--- src/rtl/btb_update_unit.sv ---
// rtl/btb_update_unit.sv - BTB write-side unit: mispredict detection, fetch redirect, coalescing update queue, perf counters
module btb_update_unit #(
    parameter int INDEX_WIDTH = 12,
    parameter int QUEUE_DEPTH = 4,
    parameter int CNT_WIDTH   = 32
) (
    input  logic                    clk_i,
    input  logic                    rst_i,
    input  logic                    ex_valid_i,
    output logic                    ex_ready_o,
    input  logic [31:0]             ex_pc_i,
    input  logic                    ex_is_branch_i,
    input  logic                    ex_taken_i,
    input  logic [31:0]             ex_target_i,
    input  logic                    ex_pred_taken_i,
    input  logic [31:0]             ex_pred_target_i,
    output logic                    mispredict_o,
    output logic [31:0]             redirect_pc_o,
    output logic                    btb_wren_o,
    input  logic                    btb_wr_ready_i,
    output logic [INDEX_WIDTH-1:0]  btb_wr_index_o,
    output logic [29-INDEX_WIDTH:0] btb_wr_tag_o,
    output logic [31:0]             btb_wr_target_o,
    output logic [CNT_WIDTH-1:0]    br_count_o,
    output logic [CNT_WIDTH-1:0]    mispred_count_o
);
    localparam int TAG_WIDTH = 30 - INDEX_WIDTH;
    localparam int PTR_W     = $clog2(QUEUE_DEPTH);
    localparam int CNT_QW    = PTR_W + 1;

    logic [INDEX_WIDTH-1:0] idx_q [QUEUE_DEPTH];
    logic [TAG_WIDTH-1:0]   tag_q [QUEUE_DEPTH];
    logic [31:0]            tgt_q [QUEUE_DEPTH];

    logic [PTR_W-1:0]     wr_ptr_q, wr_ptr_d, rd_ptr_q, rd_ptr_d;
    logic [CNT_QW-1:0]    count_q, count_d;
    logic                 mispredict_q, mispredict_d;
    logic [31:0]          redirect_pc_q, redirect_pc_d;
    logic [CNT_WIDTH-1:0] br_cnt_q, br_cnt_d, mp_cnt_q, mp_cnt_d;

    logic                   full, empty, accept, mispred, update, coalesce, push, pop;
    logic [PTR_W-1:0]       tail_ptr;
    logic [INDEX_WIDTH-1:0] new_idx;
    logic [TAG_WIDTH-1:0]   new_tag;

    assign full       = (count_q == CNT_QW'(QUEUE_DEPTH));
    assign empty      = (count_q == '0);
    assign ex_ready_o = !full;
    assign accept     = ex_valid_i & ex_ready_o;

    assign mispred = (ex_is_branch_i & (ex_taken_i != ex_pred_taken_i))
                   | (ex_is_branch_i & ex_taken_i & ex_pred_taken_i & (ex_target_i != ex_pred_target_i))
                   | (!ex_is_branch_i & ex_pred_taken_i);
    assign update  = accept & ex_is_branch_i & ex_taken_i
                   & (!ex_pred_taken_i | (ex_target_i != ex_pred_target_i));

    assign new_idx  = ex_pc_i[INDEX_WIDTH+1:2];
    assign new_tag  = ex_pc_i[31:INDEX_WIDTH+2];
    assign tail_ptr = wr_ptr_q - 1'b1;

    assign btb_wren_o      = !empty & btb_wr_ready_i;
    assign pop             = btb_wren_o;
    assign btb_wr_index_o  = idx_q[rd_ptr_q];
    assign btb_wr_tag_o    = tag_q[rd_ptr_q];
    assign btb_wr_target_o = tgt_q[rd_ptr_q];

    // Coalesce into the tail only if it survives this cycle (not the entry being popped).
    assign coalesce = update & !empty & (idx_q[tail_ptr] == new_idx)
                    & !(pop & (count_q == CNT_QW'(1)));
    assign push     = update & !coalesce;

    always_comb begin
        wr_ptr_d      = wr_ptr_q;
        rd_ptr_d      = rd_ptr_q;
        count_d       = count_q;
        mispredict_d  = accept & mispred;
        redirect_pc_d = redirect_pc_q;
        br_cnt_d      = br_cnt_q;
        mp_cnt_d      = mp_cnt_q;
        if (push) wr_ptr_d = wr_ptr_q + 1'b1;
        if (pop)  rd_ptr_d = rd_ptr_q + 1'b1;
        if (push && !pop)      count_d = count_q + 1'b1;
        else if (!push && pop) count_d = count_q - 1'b1;
        if (accept && mispred)
            redirect_pc_d = (ex_is_branch_i & ex_taken_i) ? ex_target_i : ex_pc_i + 32'd4;
        if (accept && ex_is_branch_i && (br_cnt_q != '1)) br_cnt_d = br_cnt_q + 1'b1;
        if (accept && mispred && (mp_cnt_q != '1))        mp_cnt_d = mp_cnt_q + 1'b1;
    end

    always_ff @(posedge clk_i or negedge rst_i) begin
        if (!rst_i) begin
            wr_ptr_q      <= '0;
            rd_ptr_q      <= '0;
            count_q       <= '0;
            mispredict_q  <= 1'b0;
            redirect_pc_q <= '0;
            br_cnt_q      <= '0;
            mp_cnt_q      <= '0;
        end else begin
            wr_ptr_q      <= wr_ptr_d;
            rd_ptr_q      <= rd_ptr_d;
            count_q       <= count_d;
            mispredict_q  <= mispredict_d;
            redirect_pc_q <= redirect_pc_d;
            br_cnt_q      <= br_cnt_d;
            mp_cnt_q      <= mp_cnt_d;
        end
    end

    // Entry storage needs no reset: count_q gates every read.
    always_ff @(posedge clk_i) begin
        if (push) begin
            idx_q[wr_ptr_q] <= new_idx;
            tag_q[wr_ptr_q] <= new_tag;
            tgt_q[wr_ptr_q] <= ex_target_i;
        end else if (coalesce) begin
            tag_q[tail_ptr] <= new_tag;
            tgt_q[tail_ptr] <= ex_target_i;
        end
    end

    assign mispredict_o    = mispredict_q;
    assign redirect_pc_o   = redirect_pc_q;
    assign br_count_o      = br_cnt_q;
    assign mispred_count_o = mp_cnt_q;
endmodule
--- config.mk ---
export PLATFORM = sky130hd
export DESIGN_NAME = btb_update_unit
export DESIGN_NICKNAME = d
export VERILOG_FILES = /design/src/rtl/btb_update_unit.sv
export SDC_FILE = /design/constraint.sdc
export NUM_CORES = 1
export LEC_CHECK = 0
export CORE_MARGIN = 2
export CORE_UTILIZATION = 48
export CTS_CLUSTER_SIZE = 28
export DETAILED_ROUTE_END_ITERATION = 10
export GPL_ROUTABILITY_DRIVEN = 0
export GPL_TIMING_DRIVEN = 0
export HOLD_SLACK_MARGIN = 0.06
export PLACE_DENSITY_LB_ADDON = 0.3
export SLEW_MARGIN = 20
export SYNTH_ARGS = -nofsm -noshare
export SYNTH_HDL_FRONTEND = slang
export SYNTH_SLANG_ARGS = --single-unit
--- constraint.sdc ---
create_clock -name clk_i -period 5.7 [get_ports clk_i]
set_input_delay 0.57 -clock clk_i [delete_from_list [all_inputs] [get_ports clk_i]]
set_output_delay 0.57 -clock clk_i [all_outputs]
set_load 0.03 [all_outputs]
==> qor.yml, run 1 <==
status: "finished clean"
die_area_um2: 33500
dr.pass1.iters: 5
crit_family: "buffers and inverters"
rsz0062_at_grt: "no"
fp.coreArea_um2: 31600
drt-total-wl_mm: 40.2
yosys_register_bits: 352
critical_path.most_common_cell: "buf_2"
power.density_nw_per_um2: 446
design_area_um2: 19900
cp_slowest_cell: "a21oi_4"
start_util_pct: 48.8
skew_ns: 0.0175
cp_max_fo: 12
setup_violations: 0
yosys_warnings: 0
first_iter_violations: 782
drv_slew: 0
drv_cap: 0
stdcell_count: 1771
regArea_um2: 10000
port_buffers: 263
final_cell_mix: "262 x clkdlybuf4s50_1, 248 x edfxtp_1, 104 x dfrtp_1"
cts-root-buf: "clkbuf_16"
post_drt_wl_per_cell_um: 22.7
cp_data_required_time_ns: 5.92
clk_pin_slew_ns: 0.06
synth_fp_nets: 1142
holdPathStages: 2
ys_types: 53
post_cts_buffers: 0
hpwlAfterDp_mm: 28.9
rows: 65
arrival_ns: 4.78
grt_max_degree: 59
multi_input_area_um2: 5120
setup_ws_ns: 1.14
postSynthCellCount: 1027
vias: 9928
numClockSinks: 352
chipWidth_um: 183
setup_tns_ns: 0
ctsResizeCount: 0
cp_num_buf_inv: 7
ant_nets: 0
overflow: 0
clk_latency_ns: 0.53
cts_tree: "built"
cts_max_level: 2
max_slew_margin_pct: 33.1
io_pins: 264
drcViolationCount: 0
clk_path_buf_depth: 3
leakage_nw: 7.31
critical_path_depth: 15
clock.fmax_mhz: 219
cts_hold_buffers: 1
ys.flop_type: "edfxtp_1"
p_total_mw: 8.88
syn2layout_area_growth_pct: 29.4
hold_path_class: "reg -> reg"
syn_avg_cell_area_um2: 15.0
cts_buffers: 37
dieHeight_um: 183
first_global_vias: 9959
grt_pass1_wl_mm: 59.9
layout-drive-gt1-share_pct: 10.7
start_kind: "flop"
antenna_found_initial: 4
final_util_pct: 63.1
layout.nets: 1455
tightest_slew_ns: 1.00
timing.critical_path.cells: "buf_2, inv_1, clkbuf_1, ha_1, buf_6, buf_2, mux2i_1, nor3_1, a311oi_1, nand4_1, nor3_4, nand3_1, a21oi_4, buf_16, buf_8"
grtUsageTotal_pct: 24.0
dp_cells: 1702
synth_edf_count: 248
dpl_cell_area_um2: 18800
reg2reg_depth: 15
hold-worst-slack_ns: 0.477
finalCritPeriodShare_pct: 80.0
ir_worst_vdd_mv: 0.250
critPathKind: "reg -> reg"
synthArstFlopShare_pct: 29.5
cp-end-kind: "flop"
syn_area_um2: 15400
synth-seq-area-share_pct: 65.3
slowest_delay_ns: 0.59
hold_violations: 0
min_period_ns: 4.56
post-place-ws_ns: 1.24
nFillCells: 2376
worst-r2r-setup-slack_ns: 1.14
via_per_inst: 5.61
mostFrequentLayoutCell: "clkdlybuf4s50_1"
## worst paths after layout
| kind | start | endpoint |
|---|---|---|
| min reg2reg | redirect_pc_o[2] | redirect_pc_o[2] |
| min in group asynchronous | rst_i | mispred_count_o[1] |
| max in group asynchronous | rst_i | redirect_pc_o[22] |
| max reg2reg | wr_ptr_q[0] | tgt_q[0][27] |
| max | wr_ptr_q[0] | tgt_q[0][27] |
| min | redirect_pc_o[2] | redirect_pc_o[2] |
## report_power, final
part | leakage (nW) | total [mW] | internal, mW | switching [mW]
clock | 0.545 | 2.25 | 1.30 | 0.948
combinational | 3.18 | 3.46 | 1.49 | 1.97
sequential | 3.58 | 3.17 | 3.01 | 0.167
## kinds of logic after synthesis
| kind of cell | synth area share, % |
|---|---|
| DFF | 65.3 |
| buffers and inverters | 1.63 |
| xor gates and xnor gates | 7.69 |
| adders and majority gates | 0.976 |
| and+or+nand+nor | 8.97 |
| AOI/OAI and AO/OA | 3.47 |
| muxes | 11.9 |
## synth_stat cells (2+ instances only)
cell type / count / share of area [%]
a21oi_1: 3 / 0.098
mux2_4: 2 / 0.20
nand2_1: 84 / 2.0
mux2i_1: 31 / 2.0
or3_1: 5 / 0.20
nor3_1: 28 / 0.91
a2bb2oi_1: 2 / 0.11
or4_1: 2 / 0.098
inv_1: 24 / 0.59
and3_1: 14 / 0.57
buf_1: 10 / 0.24
a211oi_1: 8 / 0.39
clkbuf_1: 21 / 0.51
a311oi_1: 2 / 0.11
buf_2: 5 / 0.16
edfxtp_1: 248 / 48
and4_1: 6 / 0.34
o21ai_0: 47 / 1.5
ha_1: 12 / 0.98
nand2b_1: 5 / 0.20
and2_1: 4 / 0.16
nand4_1: 23 / 0.94
mux4_2: 64 / 9.4
nand3_1: 39 / 1.3
nor4_1: 10 / 0.41
o211ai_1: 2 / 0.098
nor4b_2: 2 / 0.20
xor2_1: 61 / 3.5
nor2_1: 50 / 1.2
xnor2_1: 74 / 4.2
o32ai_1: 2 / 0.11
a21o_1: 8 / 0.39
o21ai_1: 2 / 0.065
mux2_2: 5 / 0.37
dfrtp_1: 104 / 17
## worst min-delay path, stage by stage, from the launching register on
cell and delay (ns):
dfrtp_1 0.34, nand2_1 0.05, o21ai_0 0.06
## sequential cells by signal, indices dropped and copies added, names as in the netlist
name	cells
mispredict_o	1
wr_ptr_q	2
br_count_o	32
count_q	3
redirect_pc_o	32
tag_q	72
tgt_q	128
idx_q	48
rd_ptr_q	2
mispred_count_o	32
## cell type report
cell class | count | area share [%]
Timing Repair Buffer | 274 | 14.4
Inverter | 24 | 0.452
Antenna cell | 1 | 0.0126
Multi-Input combinational cell | 613 | 25.7
Clock inverter | 18 | 0.559
Sequential cell | 352 | 50.5
Buffer | 38 | 0.804
Tap cell | 402 | 2.53
Clock buffer | 49 | 5.09
## routing by layer
layer / routed length (um) / GRT usage (%) / vias to the layer above
met1: 16400 / 32.0 / 4962
met4: 702 / 5.06 / 8
li1: - / - / 4504
met3: 3870 / 7.37 / 58
met5: 60 / 0 / -
met2: 19200 / 39.2 / 396
(Power assumes the default switching activity.)
==> run 2: changes to the inputs <==
--- a/config.mk
+++ b/config.mk
@@ -6,7 +6,7 @@
 export NUM_CORES = 1
 export LEC_CHECK = 0
 export CORE_MARGIN = 2
-export CORE_UTILIZATION = 48
+export CORE_UTILIZATION = 49
 export CTS_CLUSTER_SIZE = 28
 export DETAILED_ROUTE_END_ITERATION = 10
 export GPL_ROUTABILITY_DRIVEN = 0
==> constraint.sdc (replaced) <==
create_clock -name clk_i -period 4.52 [get_ports clk_i]
set_input_delay 0.452 -clock clk_i [delete_from_list [all_inputs] [get_ports clk_i]]
set_output_delay 0.452 -clock clk_i [all_outputs]
set_load 0.03 [all_outputs]
==> run 2 against run 1 <==
  * Combinational power increased by 27%
  * Power rose by 31%
  * Largest power group unchanged
  * Sequential power up 26%
  * Core utilization grew 2.6 points
==> qor.yml, run 2 (synthesis gave the netlist of run 1 again) <==
power.density_nw_per_um2: 576
clk_latency_ns: 0.52
use_met3_pct: 7.60
use_met2_pct: 39.8
start_kind: "flop"
critPathKind: "reg -> reg"
fp.coreArea_um2: 30700
skew_ns: 0.0142
nFillCells: 2226
largest_register: "tgt_q"
overflow: 0
final_cell_mix: "262 x clkdlybuf4s50_1, 248 x edfxtp_1, 104 x dfrtp_1"
first_global_vias: 10200
drv_slew: 0
p_total_mw: 11.6
hold_violations: 0
timing.rr.start: "wr_ptr_q[0]"
antenna_found_initial: 4
hold_path_class: "in -> async"
cts-root-buf: "clkbuf_16"
first_iter_violations: 891
numClockSinks: 352
drt-total-wl_mm: 40.9
grt_max_degree: 60
gr-usage-met1_pct: 33.7
cts_buffers: 38
setup_violations: 0
tightest_slew_ns: 1.01
leakage_nw: 7.46
arrival_ns: 4.68
finalCritPeriodShare_pct: 97.6
cp_max_fo: 19
layout-drive-gt1-share_pct: 12.2
min_period_ns: 4.41
mostFrequentLayoutCell: "clkdlybuf4s50_1"
setup_tns_ns: 0
gr-max-usage-layer: "met2"
io_pins: 264
status: "finished clean"
grt_pass1_wl_mm: 62.0
rsz0062_at_grt: "yes"
dieHeight_um: 181
drv_cap: 0
start_util_pct: 50.0
cts_max_level: 2
max_slew_margin_pct: 32.6
cp-end-kind: "flop"
ant_nets: 0
grtUsageTotal_pct: 25.0
cp_data_required_time_ns: 4.79
syn2layout_area_growth_pct: 31.3
clk_pin_slew_ns: 0.06
final_util_pct: 65.7
via_per_inst: 5.70
chipWidth_um: 181
clock.fmax_mhz: 227
drcViolationCount: 0
port_buffers: 263
hpwlAfterDp_mm: 29.0
top_regs: "tgt_q (128), tag_q (72), idx_q (48)"
clk_path_buf_depth: 3
vias: 10100
dr.pass1.iters: 5
layout.nets: 1464
ir_worst_vdd_mv: 0.305
die_area_um2: 32800
cts_tree: "built"
post_drt_wl_per_cell_um: 23.0
rows: 64
largest_reg_flops: 128
cp-startpoint: "wr_ptr_q[0]"
[run 2: worst paths after layout]
check | depth (start not counted) | slack [ns] | endpoint
max | 15 | 0.11 | tgt_q[2][3]
min | 2 | 0.42 | mispred_count_o[12]
max reg2reg | 15 | 0.11 | tgt_q[2][3]
min reg2reg | 2 | 0.49 | redirect_pc_o[24]
max in group asynchronous | 3 | 3.40 | br_count_o[13]
min in group clk_i | 2 | 0.49 | redirect_pc_o[24]
[run 2: final cells by class]
type	count	area (um2)	area share, %
multi-input combinational	615	5130	25.4
clock buffer	53	1110	5.50
tap	396	495	2.45
inverter	24	90.1	0.446
clock inverter	17	214	1.06
timing repair buffer	280	2940	14.6
antenna	2	5.00	0.0248
sequential	352	10000	49.7
buffer	38	161	0.799
[run 2: per-layer routing]
layer	share of wire, %	vias to the layer above
met3	9.7	73
li1	-	4517
met1	41	5062
met2	47	463
met4	2.2	6
met5	0.098	-
[run 2: power by group]
| part | internal, mW | total (mW) | switching (mW) |
|---|---|---|---|
| Sequential | 3.79 | 4.01 | 0.222 |
| Combinational | 1.89 | 4.39 | 2.49 |
| Clock | 2.01 | 3.24 | 1.23 |
[run 2: metrics by stage]
stage          std cells  hold WS [ns]  instance area [um2]  setup slack, ns
3_3_place_gp        1686         0.458                18500            -1.57
3_5_place_dp        1696         0.415                18800          -0.0933
2_1_floorplan       1027         0.156                15400          -0.0812
5_1_grt             1775         0.460                20200          -0.0614
6_report            1777         0.422                20200            0.108
4_1_cts             1769         0.439                20200           0.0176
[run 2: worst max-delay path, stage by stage (launching register included)]
cell and delay, ns:
dfrtp_1 0.40, buf_2 0.20, inv_1 0.09, clkbuf_1 0.46, ha_1 0.25, buf_6 0.16
buf_2 0.27, mux2i_1 0.34, nor3_1 0.10, a311oi_1 0.27, nand4_1 0.22, nor3_4 0.34
a2bb2oi_1 0.55, nor2_4 0.11, buf_16 0.21, buf_16 0.17
[run 2: timing repair]
item                                    in CTS  in global routing
hold buffers                                 1                  0
resized for setup                            0                  2
gates cloned                                 2                  0
endpoints found under the setup margin      38                125
endpoints found under the hold margin       45                  0
pin swaps                                    2                  4
buffers inserted                             0                  6
==> run 3: changes to the inputs <==
==> constraint.sdc (replaced) <==
create_clock -name clk_i -period 4.52 [get_ports clk_i]
set_input_delay 0.452 -clock clk_i [delete_from_list [all_inputs] [get_ports clk_i]]
set_output_delay 0.452 -clock clk_i [all_outputs]
set_load 0.02 [all_outputs]
==> run 3 against run 2 <==
  * Combinational power decreased by 8.4%
  * Routed wire length about the same
  * Sequential power about the same
  * Critical path type unchanged
  * Highest routed layer unchanged
==> qor.yml, run 3 (synthesis gave the netlist of run 1 again) <==
vias: 10100
clk_path_buf_depth: 3
tightest_slew_ns: 0.998
cts-root-buf: "clkbuf_16"
reg2reg_depth: 15
dp_cells: 1696
die_area_um2: 32800
grt_pass1_wl_mm: 62.0
via_per_inst: 5.69
power.density_nw_per_um2: 558
first_global_vias: 10200
hold_violations: 0
p_total_mw: 11.3
timing.rr.start: "wr_ptr_q[0]"
clock.fmax_mhz: 227
finalCritPeriodShare_pct: 97.6
antenna_found_initial: 4
arrival_ns: 4.68
drcViolationCount: 0
start_util_pct: 50.0
cp_data_required_time_ns: 4.79
layout-drive-gt1-share_pct: 12.1
setup_tns_ns: 0
r2r-end: "tgt_q[2][3]"
max_slew_margin_pct: 33.5
clk_latency_ns: 0.52
rsz0062_at_grt: "yes"
final_util_pct: 65.7
port_buffers: 263
mostFrequentLayoutCell: "clkdlybuf4s50_1"
clk_pin_slew_ns: 0.06
ant_nets: 0
ir_worst_vdd_mv: 0.286
overflow: 0
leakage_nw: 7.46
chipWidth_um: 181
skew_ns: 0.0144
min_period_ns: 4.41
stdcell_count: 1777
dieHeight_um: 181
hold_path_class: "in -> async"
fp.coreArea_um2: 30700
status: "finished clean"
syn2layout_area_growth_pct: 31.3
hpwlAfterDp_mm: 29.0
layout.nets: 1464
critPathKind: "reg -> reg"
numClockSinks: 352
cp-end-kind: "flop"
cts_buffers: 38
drt-total-wl_mm: 40.9
start_kind: "flop"
final_cell_mix: "262 x clkdlybuf4s50_1, 248 x edfxtp_1, 104 x dfrtp_1"
largest_reg_flops: 128
cts_tree: "built"
largest_register: "tgt_q"
cp_max_fo: 19
drv_cap: 0
setup_violations: 0
worst-r2r-setup-slack_ns: 0.11
dr.pass1.iters: 5
top_regs: "tgt_q (128), tag_q (72), idx_q (48)"
post_drt_wl_per_cell_um: 23.0
rows: 64
first_iter_violations: 891
cts_max_level: 2
drv_slew: 0
io_pins: 264
grt_max_degree: 60
grtUsageTotal_pct: 25.0
## run 3: cell type report
class | instances | area, um2
antenna | 2 | 5.00
buffer | 38 | 160
clock buffer | 53 | 1110
clock inverter | 17 | 214
fill | 2227 | 10500
inverter | 24 | 90.1
multi-input combinational | 615 | 5130
sequential | 352 | 10000
tap | 396 | 495
timing repair buffer | 280 | 2940
## run 3: worst max path at each step
stage	from	endpoint	slack, ns	cells past startpoint
after floorplan	wr_ptr_q[0]	tag_q[0][0]	-0.08	12
after global placement	wr_ptr_q[0]	tgt_q[0][10]	-1.57	13
after detailed placement	wr_ptr_q[0]	tgt_q[2][9]	-0.09	14
after CTS	wr_ptr_q[0]	tgt_q[2][3]	0.02	14
after global routing	wr_ptr_q[0]	tgt_q[2][18]	-0.06	15
final	wr_ptr_q[0]	tgt_q[2][3]	0.11	15
## run 3: per-layer routing
layer  up-vias  track usage (%)  routed length, um  share of wire (%)
met5         -                0                 40              0.098
li1       4515                -                  -                  -
met2       460             39.8              19300                 47
met1      5059             33.7              16700                 41
met4         6             6.63                909                2.2
met3        73             7.60               3950                9.7
## run 3: where the power goes
| group | total [mW] | internal [mW] | switching, mW |
|---|---|---|---|
| Clock | 3.24 | 2.01 | 1.23 |
| Combinational | 4.02 | 1.90 | 2.13 |
| Sequential | 4.01 | 3.79 | 0.223 |
## run 3: stage by stage
stage | setup slack, ns | hold WS, ns | area [um2]
after floorplan | -0.0812 | 0.156 | 15400
after global placement | -1.57 | 0.458 | 18500
after detailed placement | -0.0933 | 0.415 | 18800
after CTS | 0.0176 | 0.439 | 20200
after global routing | -0.0614 | 0.460 | 20200
final | 0.108 | 0.422 | 20200
## run 3: worst max-delay path: stages, from the launching register on
cell and delay, ns:
dfrtp_1 0.40, buf_2 0.20, inv_1 0.09, clkbuf_1 0.46, ha_1 0.25, buf_6 0.16
buf_2 0.27, mux2i_1 0.34, nor3_1 0.10, a311oi_1 0.27, nand4_1 0.22, nor3_4 0.34
a2bb2oi_1 0.55, nor2_4 0.11, buf_16 0.21, buf_16 0.17
## run 3: repair_timing
item                                    in CTS  in global routing
endpoints found under the setup margin      38                122
gates resized for setup                      0                  0
gates cloned                                 2                  0
hold buffers                                 1                  0
buffers inserted                             0                  6
endpoints found under the hold margin       45                  0
pin swaps                                    2                  4
